$ cat src/rtl/spi_slave_regs.sv
// SPI responder with a 16 x 8 register file, all CPOL/CPHA modes, pins oversampled on clk.
// Optional SPI_ECHO_EN: write-data bytes echo the previously received byte on miso.
`timescale 1ns/1ps
module spi_slave_regs #(
  parameter int unsigned NREG        = 16,
  parameter int unsigned AW          = 4,
  parameter int unsigned SYNC_STAGES = 2,
  parameter logic [7:0]  STAT_BYTE   = 8'hA5
) (
  input  logic          clk,
  input  logic          rst,
  input  logic          cpol,
  input  logic          cpha,
  input  logic          sclk,
  input  logic          ss_n,
  input  logic          mosi,
  output logic          miso,
  output logic          miso_oe,
  output logic          wr_stb,
  output logic [AW-1:0] wr_addr,
  output logic [7:0]    wr_data,
  input  logic [AW-1:0] hrd_addr,
  output logic [7:0]    hrd_data,
  output logic          frame_done
);

  typedef enum logic [1:0] {IDLE, CMD, WDATA, RDATA} state_t;

  state_t state_q, state_d;

  logic [SYNC_STAGES-1:0] sclk_sync, ss_sync, mosi_sync;
  logic                   sclk_d, ss_d;
  logic                   sclk_s, ss_s, mosi_s;
  logic                   sclk_rise, sclk_fall, ss_rise, ss_fall;
  logic                   lead_e, trail_e, active, sample_e, shift_e, byte_done;

  logic [2:0]    cnt;
  logic [7:0]    rx_sr, tx_sr, next_byte, nb_d, rx_byte, echo_byte;
  logic          load_pend, got_byte;
  logic [AW-1:0] ptr;
  logic [7:0]    regs [NREG];

  // ss_n synchronizer resets high so miso stays undriven through reset
  always_ff @(posedge clk or posedge rst) begin
    if (rst) begin
      sclk_sync <= '0;
      ss_sync   <= '1;
      mosi_sync <= '0;
      sclk_d    <= 1'b0;
      ss_d      <= 1'b1;
    end else begin
      sclk_sync <= {sclk_sync[SYNC_STAGES-2:0], sclk};
      ss_sync   <= {ss_sync[SYNC_STAGES-2:0], ss_n};
      mosi_sync <= {mosi_sync[SYNC_STAGES-2:0], mosi};
      sclk_d    <= sclk_s;
      ss_d      <= ss_s;
    end
  end

  assign sclk_s    = sclk_sync[SYNC_STAGES-1];
  assign ss_s      = ss_sync[SYNC_STAGES-1];
  assign mosi_s    = mosi_sync[SYNC_STAGES-1];
  assign sclk_rise = sclk_s & ~sclk_d;
  assign sclk_fall = ~sclk_s & sclk_d;
  assign ss_rise   = ss_s & ~ss_d;
  assign ss_fall   = ~ss_s & ss_d;
  assign lead_e    = cpol ? sclk_fall : sclk_rise;
  assign trail_e   = cpol ? sclk_rise : sclk_fall;
  assign active    = ~ss_s && (state_q != IDLE);
  assign sample_e  = active && (cpha ? trail_e : lead_e);
  assign shift_e   = active && (cpha ? lead_e : trail_e);
  assign byte_done = sample_e && (cnt == 3'd7);
  assign rx_byte   = {rx_sr[6:0], mosi_s};

`ifdef SPI_ECHO_EN
  assign echo_byte = rx_byte;
`else
  assign echo_byte = 8'h00;
`endif

  always_comb begin
    nb_d = echo_byte;
    case (state_q)
      CMD:     if (rx_byte[7]) nb_d = regs[rx_byte[AW-1:0]];
      RDATA:   nb_d = regs[ptr + AW'(1)];
      default: ;
    endcase
  end

  always_comb begin
    state_d = state_q;
    if (ss_rise) begin
      state_d = IDLE;
    end else begin
      case (state_q)
        IDLE:    if (ss_fall) state_d = CMD;
        CMD:     if (byte_done) state_d = rx_byte[7] ? RDATA : WDATA;
        default: ;
      endcase
    end
  end

  always_ff @(posedge clk or posedge rst) begin
    if (rst) state_q <= IDLE;
    else     state_q <= state_d;
  end

  always_ff @(posedge clk or posedge rst) begin
    if (rst) begin
      cnt        <= '0;
      rx_sr      <= '0;
      tx_sr      <= '0;
      next_byte  <= '0;
      load_pend  <= 1'b0;
      got_byte   <= 1'b0;
      ptr        <= '0;
      wr_stb     <= 1'b0;
      wr_addr    <= '0;
      wr_data    <= '0;
      frame_done <= 1'b0;
      regs       <= '{default: '0};
    end else begin
      wr_stb     <= 1'b0;
      frame_done <= 1'b0;
      if (ss_rise) begin
        // a partial byte is simply dropped: no write, no pointer step
        frame_done <= got_byte;
        got_byte   <= 1'b0;
      end else if (state_q == IDLE) begin
        if (ss_fall) begin
          cnt       <= '0;
          tx_sr     <= STAT_BYTE;
          next_byte <= STAT_BYTE;
          load_pend <= 1'b0;
          got_byte  <= 1'b0;
        end
      end else begin
        if (sample_e) begin
          rx_sr <= rx_byte;
          cnt   <= cnt + 3'd1;
          if (byte_done) begin
            got_byte  <= 1'b1;
            load_pend <= 1'b1;
            next_byte <= nb_d;
            case (state_q)
              CMD:   ptr <= rx_byte[AW-1:0];
              WDATA: begin
                regs[ptr] <= rx_byte;
                wr_stb    <= 1'b1;
                wr_addr   <= ptr;
                wr_data   <= rx_byte;
                ptr       <= ptr + AW'(1);
              end
              RDATA: ptr <= ptr + AW'(1);
              default: ;
            endcase
          end
        end
        // cpha=1 reloads on the first leading edge of a byte, cpha=0 on the trailing edge after completion
        if (shift_e) begin
          if (cpha ? (cnt == 3'd0) : load_pend) tx_sr <= next_byte;
          else                                  tx_sr <= {tx_sr[6:0], 1'b0};
          load_pend <= 1'b0;
        end
      end
    end
  end

  assign miso_oe  = ~ss_s;
  assign miso     = miso_oe & tx_sr[7];
  assign hrd_data = regs[hrd_addr];

endmodule

$ cat config.mk
export PLATFORM = sky130hd
export DESIGN_NAME = spi_slave_regs
export DESIGN_NICKNAME = d
export VERILOG_FILES = /design/src/rtl/spi_slave_regs.sv
export SDC_FILE = /design/constraint.sdc
export NUM_CORES = 1
export LEC_CHECK = 0
export CAP_MARGIN = 20
export CORE_MARGIN = 1
export CORE_UTILIZATION = 30
export DETAILED_ROUTE_END_ITERATION = 6
export GPL_TIMING_DRIVEN = 0
export PLACE_DENSITY = 0.52
export REMOVE_ABC_BUFFERS = 1
export SYNTH_ARGS = -nofsm -noshare
export SYNTH_HDL_FRONTEND = slang
export SYNTH_SLANG_ARGS = --single-unit
$ cat constraint.sdc
create_clock -name clk -period 7.55 [get_ports clk]
set_clock_uncertainty 0.1 [all_clocks]
set_input_delay 1.51 -clock clk [delete_from_list [all_inputs] [get_ports clk]]
set_output_delay 1.51 -clock clk [all_outputs]
set_load 0.01 [all_outputs]
======== After elaboration in Yosys (flattened, before gate mapping) ========
Cells that the tools add are included.
storage, ports and cells
  input bits .............................. 11
  output and inout bits ................... 24
  logic and storage cells ................. 137
  bits in registers ....................... 184
cells by class
  reduce and logical (&&, ||, !) cells .... 27
  equality and inequality tests ........... 7
  muxes and demuxes ....................... 48
  bitwise logic cells ..................... 15
  add/subtract/negate cells ............... 2
  order comparisons ....................... 5
operator list
  kind                                                                  count
  128-bit bitwise mux                                                   1
  8-bit two-way mux                                                     15
  8-bit binary-select mux with 4-bit select                             3
  8-bit demux with 4-bit select                                         1
  5-bit >= comparator, second input constant                            4
  4-bit inverter with 5-bit output                                      4
  1-bit two-way mux                                                     19
  8-bit case mux with 2 select lines                                    1
  3-bit AND reduction                                                   5
  3-bit nonzero test                                                    5
  5-bit AND reduction                                                   2
  2-bit nonzero test                                                    5
  3-bit two-way mux                                                     3
  4-bit case mux with 2 select lines                                    1
  4-bit AND reduction                                                   2
  2-bit two-way mux                                                     3
  3-bit inequality test, second input constant                          2
  1-bit inverter                                                        6
  1-bit bitwise AND                                                     5
  1-bit logical AND                                                     5
  5-bit by 1-bit < comparator with 1-bit output, second input constant  1
  4-bit by 1-bit adder with 4-bit output, second input constant         1
  2-bit == test, second input constant                                  2
  2-bit case mux with 2 select lines                                    1
  7 further kinds                                                       7

======== Longest topological paths before layout ========
Gate-level depths: netlist of the first run.
  depth in word-level cells ............... 10
  mapped depth ............................ 13
  depth with buffers taken out ............ 7

======== Least setup slack after synthesis of the first run ========
No wires, ideal clock.
  path type ............................... input to output
  start point ............................. input port hrd_addr[0]
  end point ............................... output port hrd_data[0]
  data required time ...................... 5,940 ps
  arrival time ............................ 3,052 ps
  setup slack ............................. 2,888 ps
  path buffers ............................ 2
  stages .................................. 4
  path through ............................ clkbuf_1 buf_2 mux4_2 mux4_2
between the ends
  word-level cells in the longest chain between the ends .. 4
RTL lines
  element                                                 line  source
  from (decl)                                             22    input logic [AW-1:0] hrd_addr,
  4-bit inverter with 5-bit output (not written as such)  171   assign hrd_data = regs[hrd_addr];
  8-bit binary-select mux with 4-bit select               171
  8-bit two-way mux (not written as such) (2 in a row)    171
  to (decl)                                               23    output logic [7:0] hrd_data,
Every way passes these cells. The select of a mux whose other input is x is not followed.

======== Worst setup path after layout of the first run ========
  start point ............................. input port hrd_addr[0]
  end point ............................... output port hrd_data[3]
The elaborated chain is that of the path after synthesis.

==> results of run 1 <==
## worst max path at each step
stage,from,end,slack (ns),cells past startpoint
4_1_cts,hrd_addr[0],hrd_data[4],2.07,5
5_1_grt,hrd_addr[0],hrd_data[4],2.01,5
3_5_place_dp,hrd_addr[0],hrd_data[4],2.08,5
3_3_place_gp,rst,wr_data[3],-1.89,2
2_1_floorplan,rst,cnt[0],0.94,1
6_report,hrd_addr[0],hrd_data[3],2.12,5
## logic make-up (layout without fill, tap and decap cells)
| family | count (synthesis) | count (layout) | synth area share, % |
|---|---|---|---|
| AO/OA/AOI/OAI | 63 | 63 | 4.18 |
| AND/OR/NAND/NOR | 148 | 148 | 8.66 |
| flip-flops | 184 | 184 | 43.3 |
| multiplexers | 307 | 307 | 39.2 |
| XOR/XNOR | 4 | 4 | 0.400 |
| adder cells (fa/ha/maj) | 9 | 9 | 1.06 |
| buffers and inverters | 79 | 89 | 3.17 |
## metal layers
metal	global-route usage, %	wire, microns
met5	0	0
met4	6.15	755
met3	2.25	1060
met2	28.2	14500
met1	23.8	13600
## state kept, by name (all words and copies together), names as in the netlist
register and flops:
sclk_d 1, rx_sr 7, cnt 3, ss_d 1
mosi_sync 2, ptr 4, next_byte 8, tx_sr 8
sclk_sync 2, wr_addr 4, wr_data 8, frame_done 1
regs 128, wr_stb 1, state_q 2, load_pend 1
got_byte 1, ss_sync 2
## Yosys cell counts, types with 6 or more instances
| cell | count |
|---|---|
| clkbuf_1 | 39 |
| mux2_2 | 154 |
| buf_1 | 11 |
| ha_1 | 9 |
| nand4_1 | 8 |
| dfrtp_1 | 181 |
| nor2b_1 | 10 |
| nand3_4 | 6 |
| buf_2 | 14 |
| a21oi_1 | 7 |
| o21ai_0 | 9 |
| inv_1 | 9 |
| nand2_1 | 30 |
| nor2_1 | 15 |
| mux4_2 | 72 |
| nand3_1 | 52 |
| nand3_2 | 6 |
| mux2i_1 | 79 |
| a22oi_1 | 22 |
## report_power, final
part           internal, uW  total [uW]  leakage (uW)  switching [uW]
Clock                   445         884      0.000275             438
Sequential             1040        1130       0.00249            93.7
Combinational           217         508       0.00233             292
Total                  1700        2520       0.00509             824
## worst max-delay path, stage by stage
cell and delay, ns:
buf_2 0.40, buf_12 0.29, mux4_2 0.57, mux4_2 0.51
clkdlybuf4s50_1 0.51
## cell type report
type	count	area (sq um)
fill	3386	22600
multi-input combinational	531	5740
sequential	184	4610
timing repair buffer	47	581
tap	455	569
clock buffer	18	439
clock inverter	14	128
inverter	10	45.0
## stage by stage
stage          std cells  utilization [%]
2_1_floorplan        725                -
3_3_place_gp        1214             32.4
3_5_place_dp        1226             33.2
4_1_cts             1258             34.8
5_1_grt             1259             34.9
6_report            1259             34.9
==> summary.md, run 1 <==
Cells with a size suffix above 1 make up 38.2% of the layout. CTS saw 184 sinks. For the placeable core region, the log shows 34,700 sq um.

The cell depth of the worst flop-to-flop path was 7. The detailed router placed 6,828 vias in this run. Source-to-sink clock delay at the later pin of the worst-skew pair: 0.45 ns. In this run the worst hold path is classified as reg -> reg. The setup fix buffers added after clock tree synthesis was 0.

TritonCTS built the clock tree. In this run the cell area of the synthesized design comes to 10,600 sq um. The die boundary height was 190 microns; the shortest clock period the worst path allows after layout was 5.43 ns. Entering global routing, the biggest net connects 95 pins. The number of hold buffers added after CTS was 0. The worst setup path is of the in -> out kind. Count of endpoints failing hold in the final timing report: 0. The number of buffers created by CTS is 17. Measured against its own limit, the worst slew margin works out to 30.4%.

The tools report the cell count after synthesis as 794. By area the synthesized netlist is led by dfrtp_1, mux2_2, mux4_2. The wire-length estimate of the detail-placed layout is 18.8 mm. The share of the Yosys chip area taken by registers is 43.3%. The library cell occupying the most area in the post-synthesis netlist is dfrtp_1.

Worst hold path stage count: 0. The tools report the final worst setup slack as 2.12 ns. The fmax is 184 MHz, and the number of nets in the final layout is 811.

The worst setup path is launched from an input port. The die width was 190 microns. Summed over all failing endpoints, the final setup total negative slack is 0 ns. Across every metal layer, demand over resource in global routing totals 17.4%. The placement-stage cell area came out at 11,500 sq um. The data arrival time at the worst-slack endpoint was 3.82 ns; the minimum setup slack among reg-to-reg paths was 3.36 ns.

For this configuration, the core starts out at a cell density of 30.6%. The tightest hold path in the finished design has a slack of 0.250 ns. The signed area change from the synthesized netlist to the final layout was 13.9%; the final instance area was 12,100 sq um. The share of the synthesized area in the top cell type was 42.6%.

The die covers 36,200 sq um. The library cells used most frequently in the layout, excluding fill and tap cells, are dfrtp_1, mux2_2, mux2i_1. During synthesis, Yosys emitted a total of 0 warnings.

The proportion of synthesized flip-flops having asynchronous set or reset was 100%. For this design the ratio of total power to cell area is 208 nW/um^2. The detailed router finished its first iteration with 533 violations. Before CTS, the worst setup slack after placement is 2.08 ns.

Before antenna repair, the detailed router went through 5 iterations. The repair_antennas step left the layout with diodes totalling 0. The number of violations of the max-capacitance limit is 0, and the number of placed I/O pins is 35.

The average instance in the mapped netlist occupies 13.4 sq um. For the worst setup path, the data required time is 5.94 ns. In this run the static leakage power is 0.00509 uW. For this run the aggregate overflow at the end of global routing stands at 0. The number of enable-type register cells in the synthesized netlist came out at 0.

For the DRC violation count after routing, the log shows 0. The total power was 2520 uW. In this run the most critical hold path is launched from sclk_sync[0]. The master cell of the clock root buffer is clkbuf_16. The critical-path maximum fanout is 22, and the via count of the first global-routing pass is 7,179.

The run finished with clean final reports. For the routability-driven placement congestion ratio, the log shows 0.772. STA classifies the critical path endpoint as an output pin.

After clock tree synthesis, the clock-pin slew on the worst setup and hold paths is 0.07 ns. The clock tree buffer depth is 2. The initial antenna violation count was 0; the final-report max-slew violation count was 0. In the finished design, the share of the clock period the worst path needs comes to 71.9%.

The endpoint of the worst-slack reg-to-reg timing path is next_byte[0]. After synthesis the netlist holds a flip-flop and latch count of 184. The post-cts resize count is 0. The number of nets with antenna violations after routing is 0. Port buffering added 34 buffers. The total setup violations reported at the end of the flow is 0, and the number of vias per cell after detailed routing is 5.42. The worst IR drop on VDD is 0.138 mV.

The run gives 68 as the count of standard-cell rows. The worst register-to-register path begins at ptr[0]. The total number of H-tree levels came out at 4. Setup repair after global routing left no endpoint under its margin.

The average detailed-routed wire length per instance works out to 23.8 microns. The distinct cell type count after synthesis came out at 47. For this block, the routed nets add up to 30.0 mm of wire. The end point of the most critical hold path was sclk_sync[1].

The first global-routing pass estimated 46.5 mm of wire. The commonest non-fill, non-tap cell in the layout is dfrtp_1. In the synthesized netlist the dominant register cell turns out to be dfrtp_1. The worst-margin pin slew is 1.04 ns.
Note: power is estimated with default switching activity, not from simulation.
==> run 2, diff against run 1 <==
--- a/config.mk
+++ b/config.mk
@@ -10,7 +10,7 @@
 export CORE_UTILIZATION = 30
 export DETAILED_ROUTE_END_ITERATION = 6
 export GPL_TIMING_DRIVEN = 0
-export PLACE_DENSITY = 0.52
+export PLACE_DENSITY = 0.53
 export REMOVE_ABC_BUFFERS = 1
 export SYNTH_ARGS = -nofsm -noshare
 export SYNTH_HDL_FRONTEND = slang
==> constraint.sdc (replaced) <==
create_clock -name clk -period 4.57 [get_ports clk]
set_clock_uncertainty 0.1 [all_clocks]
set_input_delay 0.914 -clock clk [delete_from_list [all_inputs] [get_ports clk]]
set_output_delay 0.914 -clock clk [all_outputs]
set_load 0.01 [all_outputs]
==> summary.md, run 2 (same netlist as run 1, synthesis figures left out) <==
The worst setup path is captured at an output pin. The run gives 811 (unchanged) as the number of nets in the final layout. The initial detailed-routing violation count is 520 (-2.4%), and the routability-driven placement congestion ratio is 0.767 (-0.61%). The wire length after detailed routing was 29.8 mm (-0.38%); the post-cts hold buffer count was 0 (unchanged). The tools report the initial standard-cell utilization of the core as 30.6% (unchanged).

Compared with the post-synthesis result, the final layout area differs by 14.2%. For the worst setup slack before clock tree synthesis, the log shows 0.166 ns (-1.91 ns). In the layout the commonest cells are dfrtp_1, mux2_2, mux2i_1. The launch point of the worst path was hrd_addr[0]. The die width was 190 microns (unchanged). The worst hold path belongs to the class reg -> reg. The count of endpoints failing hold in the final timing report was 0 (unchanged). The total power per unit cell area came out at 348 nW/um^2 (+67%). The sum of net half-perimeters after detailed placement was 19.0 mm (+0.90%); the clock tree buffer depth was 2 (unchanged). Initial antenna violation count: 0 (unchanged). The library cell used most frequently in the layout, excluding fill and tap cells, is dfrtp_1.

The flow ran to the end, and the final reports show no timing, DRC or antenna violations. The post-cts resize count was 0 (unchanged); the DRC violation count after routing was 0 (unchanged). The number of clock sinks is 184 (unchanged). The endpoint identified for the worst register-to-register timing path is next_byte[0].

The worst IR drop on VDD was 0.219 mV (+59%); the total of fill cells in the finished design was 3,364 (-0.65%). The share of post-route cells with drive strength above 1 was 38.2% (unchanged). The number of buffers created by CTS is 17 (unchanged). The largest net degree at the start of global routing is 98 (+3.2%), and the worst-margin pin slew is 1.03 ns (-0.0180 ns). The cell depth of the worst flop-to-flop path works out to 6 (-1).

The source-to-sink clock delay at the later pin of the worst-skew pair is 0.44 ns (about the same). The clock transition time at the flip-flop clock pins of the worst setup and hold paths is 0.08 ns (about the same). The count of standard-cell rows was 68 (unchanged); the die boundary height was 190 microns (unchanged). The number of vias per cell after detailed routing is 5.50 (+1.4%). The run gives 0 (unchanged) as the number of antenna repair diodes. The tools report the final worst setup slack as 0.225 ns (-1.89 ns). The startpoint identified for the worst register-to-register timing path is ptr[0]. For the worst relative slew slack, the log shows 31.6% (+1.2 points). The total negative setup slack was 0 ns (unchanged).

The total global-route track usage came out at 17.3% (-0.079 points). The tools report the end of the critical path as hrd_data[1]. TritonCTS built the clock tree. The static leakage is 0.00512 uW (+0.44%). The worst setup path is launched from an input port. The run gives 0 (unchanged) as the total setup violations reported at the end of the flow. The total number of vias came out at 6,927 (+1.4%). The area of the die was 36,200 sq um (unchanged). The average detailed-routed wire length per instance was 23.7 microns (-0.38%); the number of placed cells counting well taps was 1,226 (unchanged).

For the number of placed I/O pins, the log shows 35 (unchanged). The global route total overflow was 0 (unchanged). The number of standard cells in the final layout excluding fillers was 1,259 (unchanged). By startpoint and endpoint, the worst setup path is classified as in -> out. The required time at the worst-slack endpoint is 3.56 ns (-2.38 ns), and the shortest clock period the worst path allows after layout is 4.34 ns. The critical-path maximum fanout was 17 (-23%). The period utilization came out at 95.1%. The tools report the master cell of the clock root buffer as clkbuf_16. Timing would allow up to 230 MHz. Setup repair after global routing left no endpoint under its margin.

The tools report the placeable core region as 34,700 sq um (unchanged). The wire length of the first global-routing pass was 46.0 mm (-0.92%). Setup fix buffers added after clock tree synthesis: 0 (unchanged). The tools report the via count of the first global-routing pass as 6,973 (-2.9%). The minimum setup slack among reg-to-reg paths is 0.42 ns (-2.94 ns), and the final-report max-slew violation count is 0 (unchanged). The count of TritonRoute iterations in the first routing pass is 5 (unchanged).

Number of buffers inserted by port buffering: 34 (unchanged). The number of violations of the max-capacitance limit was 0 (unchanged); the flip-flop count of the largest register after layout was 128 (unchanged). The logs give 0.257 ns (+0.00701 ns) for the final-layout worst hold slack and 3.33 ns (-0.49 ns) for the data arrival time at the worst-slack endpoint. The register with the most flip-flops was regs. The total number of H-tree levels came out at 4 (unchanged). The number of nets with antenna violations after routing was 0 (unchanged).
[run 2: changes by cell type in the layout (fill, tap and decap cells not counted), sizes merged]
cell	before	now
clkinv	4	3
clkbuf	18	17
clkinvlp	2	0
inv	18	21
bufinv	0	1
[run 2: per-stage QoR]
step           util (%)  cell area (sq um)  power [uW]
2_1_floorplan         -              10300        2400
5_1_grt            35.0              12100        4430
6_report           35.0              12100        4230
3_5_place_dp       33.2              11500        2720
4_1_cts            34.9              12100        4250
3_3_place_gp       32.4              11200        2710
[run 2: area by class of cell]
cell class              instances  area, sq um  area share, %
inverters                      10         45.0          0.371
repair buffers                 47          588           4.84
multi-input cells             531         5740           47.2
clock inverters                15          168           1.38
clock buffers                  17          425           3.50
well taps                     455          569           4.69
flip-flops and latches        184         4610           38.0
[run 2: metal layers]
layer  share of wire (%)  wire, microns  vias to the layer above  GRT usage, %
met2                  49          14700                      151          28.1
met3                 3.5           1040                       36          2.59
met4                 1.7            516                        0          4.80
met5                   0              0                        -             0
met1                  45          13600                     3706          23.9
li1                    -              -                     3034             -
[run 2: report_power, final]
part / internal [uW] / switching (uW)
clock: 787 / 737
combinational: 358 / 438
sequential: 1710 / 199
total: 2860 / 1370
[run 2: worst min path at each step]
stage,slack [ns],from,cells after the start,endpoint
2_1_floorplan,0.23,mosi_sync[0],0,mosi_sync[1]
3_3_place_gp,0.23,sclk_sync[0],0,sclk_sync[1]
3_5_place_dp,0.24,mosi_sync[0],0,mosi_sync[1]
4_1_cts,0.26,ss_sync[0],0,ss_sync[1]
5_1_grt,0.27,ss_sync[0],0,ss_sync[1]
6_report,0.26,mosi_sync[0],0,mosi_sync[1]
[run 2: worst max-delay path, stage by stage]
cell             delay [ns]
buf_2                  0.54
buf_12                 0.28
mux4_2                 0.55
mux4_2                 0.52
clkdlybuf4s50_1        0.50
==> run 3, diff against run 2 <==
--- a/config.mk
+++ b/config.mk
@@ -6,6 +6,7 @@
 export NUM_CORES = 1
 export LEC_CHECK = 0
 export CAP_MARGIN = 20
+export CORE_ASPECT_RATIO = 1.4
 export CORE_MARGIN = 1
 export CORE_UTILIZATION = 30
 export DETAILED_ROUTE_END_ITERATION = 6
==> summary.md, run 3 (same netlist as run 1, synthesis figures left out) <==
The flow ran to the end, and the final reports show no timing, DRC or antenna violations. The worst path buffer plus inverter count came out at 3 (unchanged). Setup repair after global routing left no endpoint under its margin.

The fmax is 236 MHz (+2.3%), and the data arrival time at the worst-slack endpoint is 3.23 ns (-0.10 ns). The sum of net half-perimeters after detailed placement is 19.9 mm (+4.8%). The largest net degree at the start of global routing was 118 (+20%); the required time at the worst-slack endpoint was 3.56 ns (about the same). Number of placed cells counting well taps: 1,228 (+0.16%).

The number of vias per cell after detailed routing came out at 5.41 (-1.7%). The die width was 161 microns (-15%); the number of violations of the max-capacitance limit was 0 (unchanged). The cell sitting at the root of the clock tree is a clkbuf_16.

The number of standard cells in the final layout excluding fillers was 1,261 (+0.16%); the number of nets in the final layout was 812 (+0.12%). The flip-flop count of the largest register after layout is 128 (unchanged). Traced cell by cell, the critical path runs through buf_2, buf_12, mux4_2, mux4_2, clkdlybuf4s50_1. The number of nets with antenna violations after routing is 0 (unchanged). In this design, the critical path's most frequently occurring cell is mux4_2. The switching power share of the total was 30.3% (-2.2 points).

For the area of the die, the log shows 36,200 sq um (about the same). Period utilization: 92.9% (-2.2 points). The number of clock sinks was 184 (unchanged); the setup fix buffers added after clock tree synthesis was 0 (unchanged). The worst-margin pin slew is 1.02 ns (-0.00753 ns), and the shortest clock period the worst path allows after layout is 4.25 ns (-0.0986 ns).

For the initial detailed-routing violation count, the log shows 341 (-34%). For the total negative setup slack, the log shows 0 ns (unchanged). The post-cts hold buffer count is 0 (unchanged), and the critical-path maximum fanout is 19 (+2). The number of buffers inserted by port buffering was 34 (unchanged). The run gives 0 (unchanged) as the global route total overflow. The tools report the element type at the critical path start as an input port.

Count of TritonRoute iterations in the first routing pass: 4 (-1). The library cell used most frequently in the layout, excluding fill and tap cells, is dfrtp_1. The logs give 81 (+19%) for the count of standard-cell rows and 46.6 mm (+1.2%) for the wire length of the first global-routing pass. For the routability-driven placement congestion ratio, the log shows 0.765 (-0.27%).

The switching power summed over all nets came out at 1270 uW (-7.6%). TritonCTS built the clock tree. For the proportion of power drawn by flip-flops and latches, the log shows 44.7% (-0.5 points).

The run gives 35 (unchanged) as the number of placed I/O pins. Leaving out fill and tap cells, the most frequent cells in the layout are dfrtp_1, mux2_2, mux2i_1. Initial antenna violation count: 0 (unchanged). The clock tree buffer depth came out at 2 (unchanged).

The count of endpoints failing hold in the final timing report was 0 (unchanged). The share of post-route cells with drive strength above 1 is 37.8% (-0.42 points). The tools report the total number of vias as 6,820 (-1.5%).

The total setup violations reported at the end of the flow was 0 (unchanged); the average detailed-routed wire length per instance was 23.7 microns (+0.17%). For the design internal power, the log shows 2920 uW (+2.2%). The largest delay contributor family on the critical path was buffers and inverters. The longest individual stage delay on the worst path is 0.55 ns (about the same). For the total number of H-tree levels, the log shows 4 (unchanged). The logs give 0 (unchanged) for the post-cts resize count and 31.9% (+0.29 points) for the worst relative slew slack. For the worst IR drop on VDD, the log shows 0.299 mV (+37%). For the static leakage, the log shows 0.00511 uW (about the same). Final-report max-slew violation count: 0 (unchanged). Die boundary height: 225 microns (+18%). The number of antenna repair diodes was 0 (unchanged); the wire length after detailed routing was 29.9 mm (+0.33%). The highest-delay cell along the critical path was mux4_2. The initial standard-cell utilization of the core is 30.4% (-0.22 points).

Placeable core region: 35,000 sq um (+0.72%). The clock transition time at the flip-flop clock pins of the worst setup and hold paths is 0.06 ns (-0.02 ns). The critical path is of the in -> out type. The register with the most flip-flops is regs. The total power per unit cell area was 345 nW/um^2 (-1.0%). The source-to-sink clock delay at the later pin of the worst-skew pair was 0.46 ns (+0.02 ns).

STA classifies the critical path endpoint as an output pin. The DRC violation count after routing was 0 (unchanged). Total global-route track usage: 17.6% (+0.33 points). The tools report the via count of the first global-routing pass as 7,347 (+5.4%). The signed area change from the synthesized netlist to the final layout was 14.3% (about the same); the clock power share was 35.5% (-0.5 points). The part of the total power dissipated in combinational logic came out at 19.8% (+1.0 points).

The tools report the number of buffers created by CTS as 17 (unchanged). The total power came out at 4190 uW (-0.94%). The class of the most critical hold timing path was reg -> reg.
==> run 3: power by group through the flow <==
stage	sequential, uW	clock [uW]	combinational (uW)
2_1_floorplan	1920	0	486
5_1_grt	1890	1600	894
3_5_place_dp	1940	0	775
4_1_cts	1910	1530	774
6_report	1880	1490	828
3_3_place_gp	2050	0	655
==> run 3: area by class of cell <==
type | instances | area, sq um
Fill cell | 3399 | 22800
Multi-Input combinational cell | 531 | 5740
Sequential cell | 184 | 4610
Timing Repair Buffer | 48 | 612
Tap cell | 456 | 571
Clock buffer | 24 | 482
Clock inverter | 8 | 96.3
Inverter | 10 | 45.0
==> run 3: worst paths after layout <==
path | start | endpoint | slack [ns] | cells after the start
setup / recovery | hrd_addr[0] | hrd_data[6] | 0.32 | 5
hold / removal | sclk_sync[0] | sclk_sync[1] | 0.25 | 0
setup reg to reg | ptr[0] | next_byte[0] | 0.62 | 8
hold reg to reg | sclk_sync[0] | sclk_sync[1] | 0.25 | 0
max in group asynchronous | rst | regs[126] | 2.61 | 3
min in group asynchronous | rst | regs[7] | 0.79 | 2
==> run 3: stage by stage <==
stage	area [sq um]	utilization [%]	hold WS, ns	setup WS [ns]
finish	12200	34.8	0.252	0.324
global route	12200	34.8	0.265	0.190
CTS	12100	34.7	0.255	0.256
detailed placement	11600	33.0	0.240	0.263
global placement	11200	32.2	0.233	-4.30
floorplan	10300	-	0.231	-1.44
==> run 3: per-layer routing <==
| metal | track usage [%] | share of wire (%) | vias up |
|---|---|---|---|
| met5 | 0 | 0 | - |
| met4 | 8.49 | 3.5 | 0 |
| met3 | 2.25 | 2.6 | 40 |
| met2 | 31.1 | 52 | 127 |
| met1 | 21.1 | 41 | 3636 |
| li1 | - | - | 3017 |
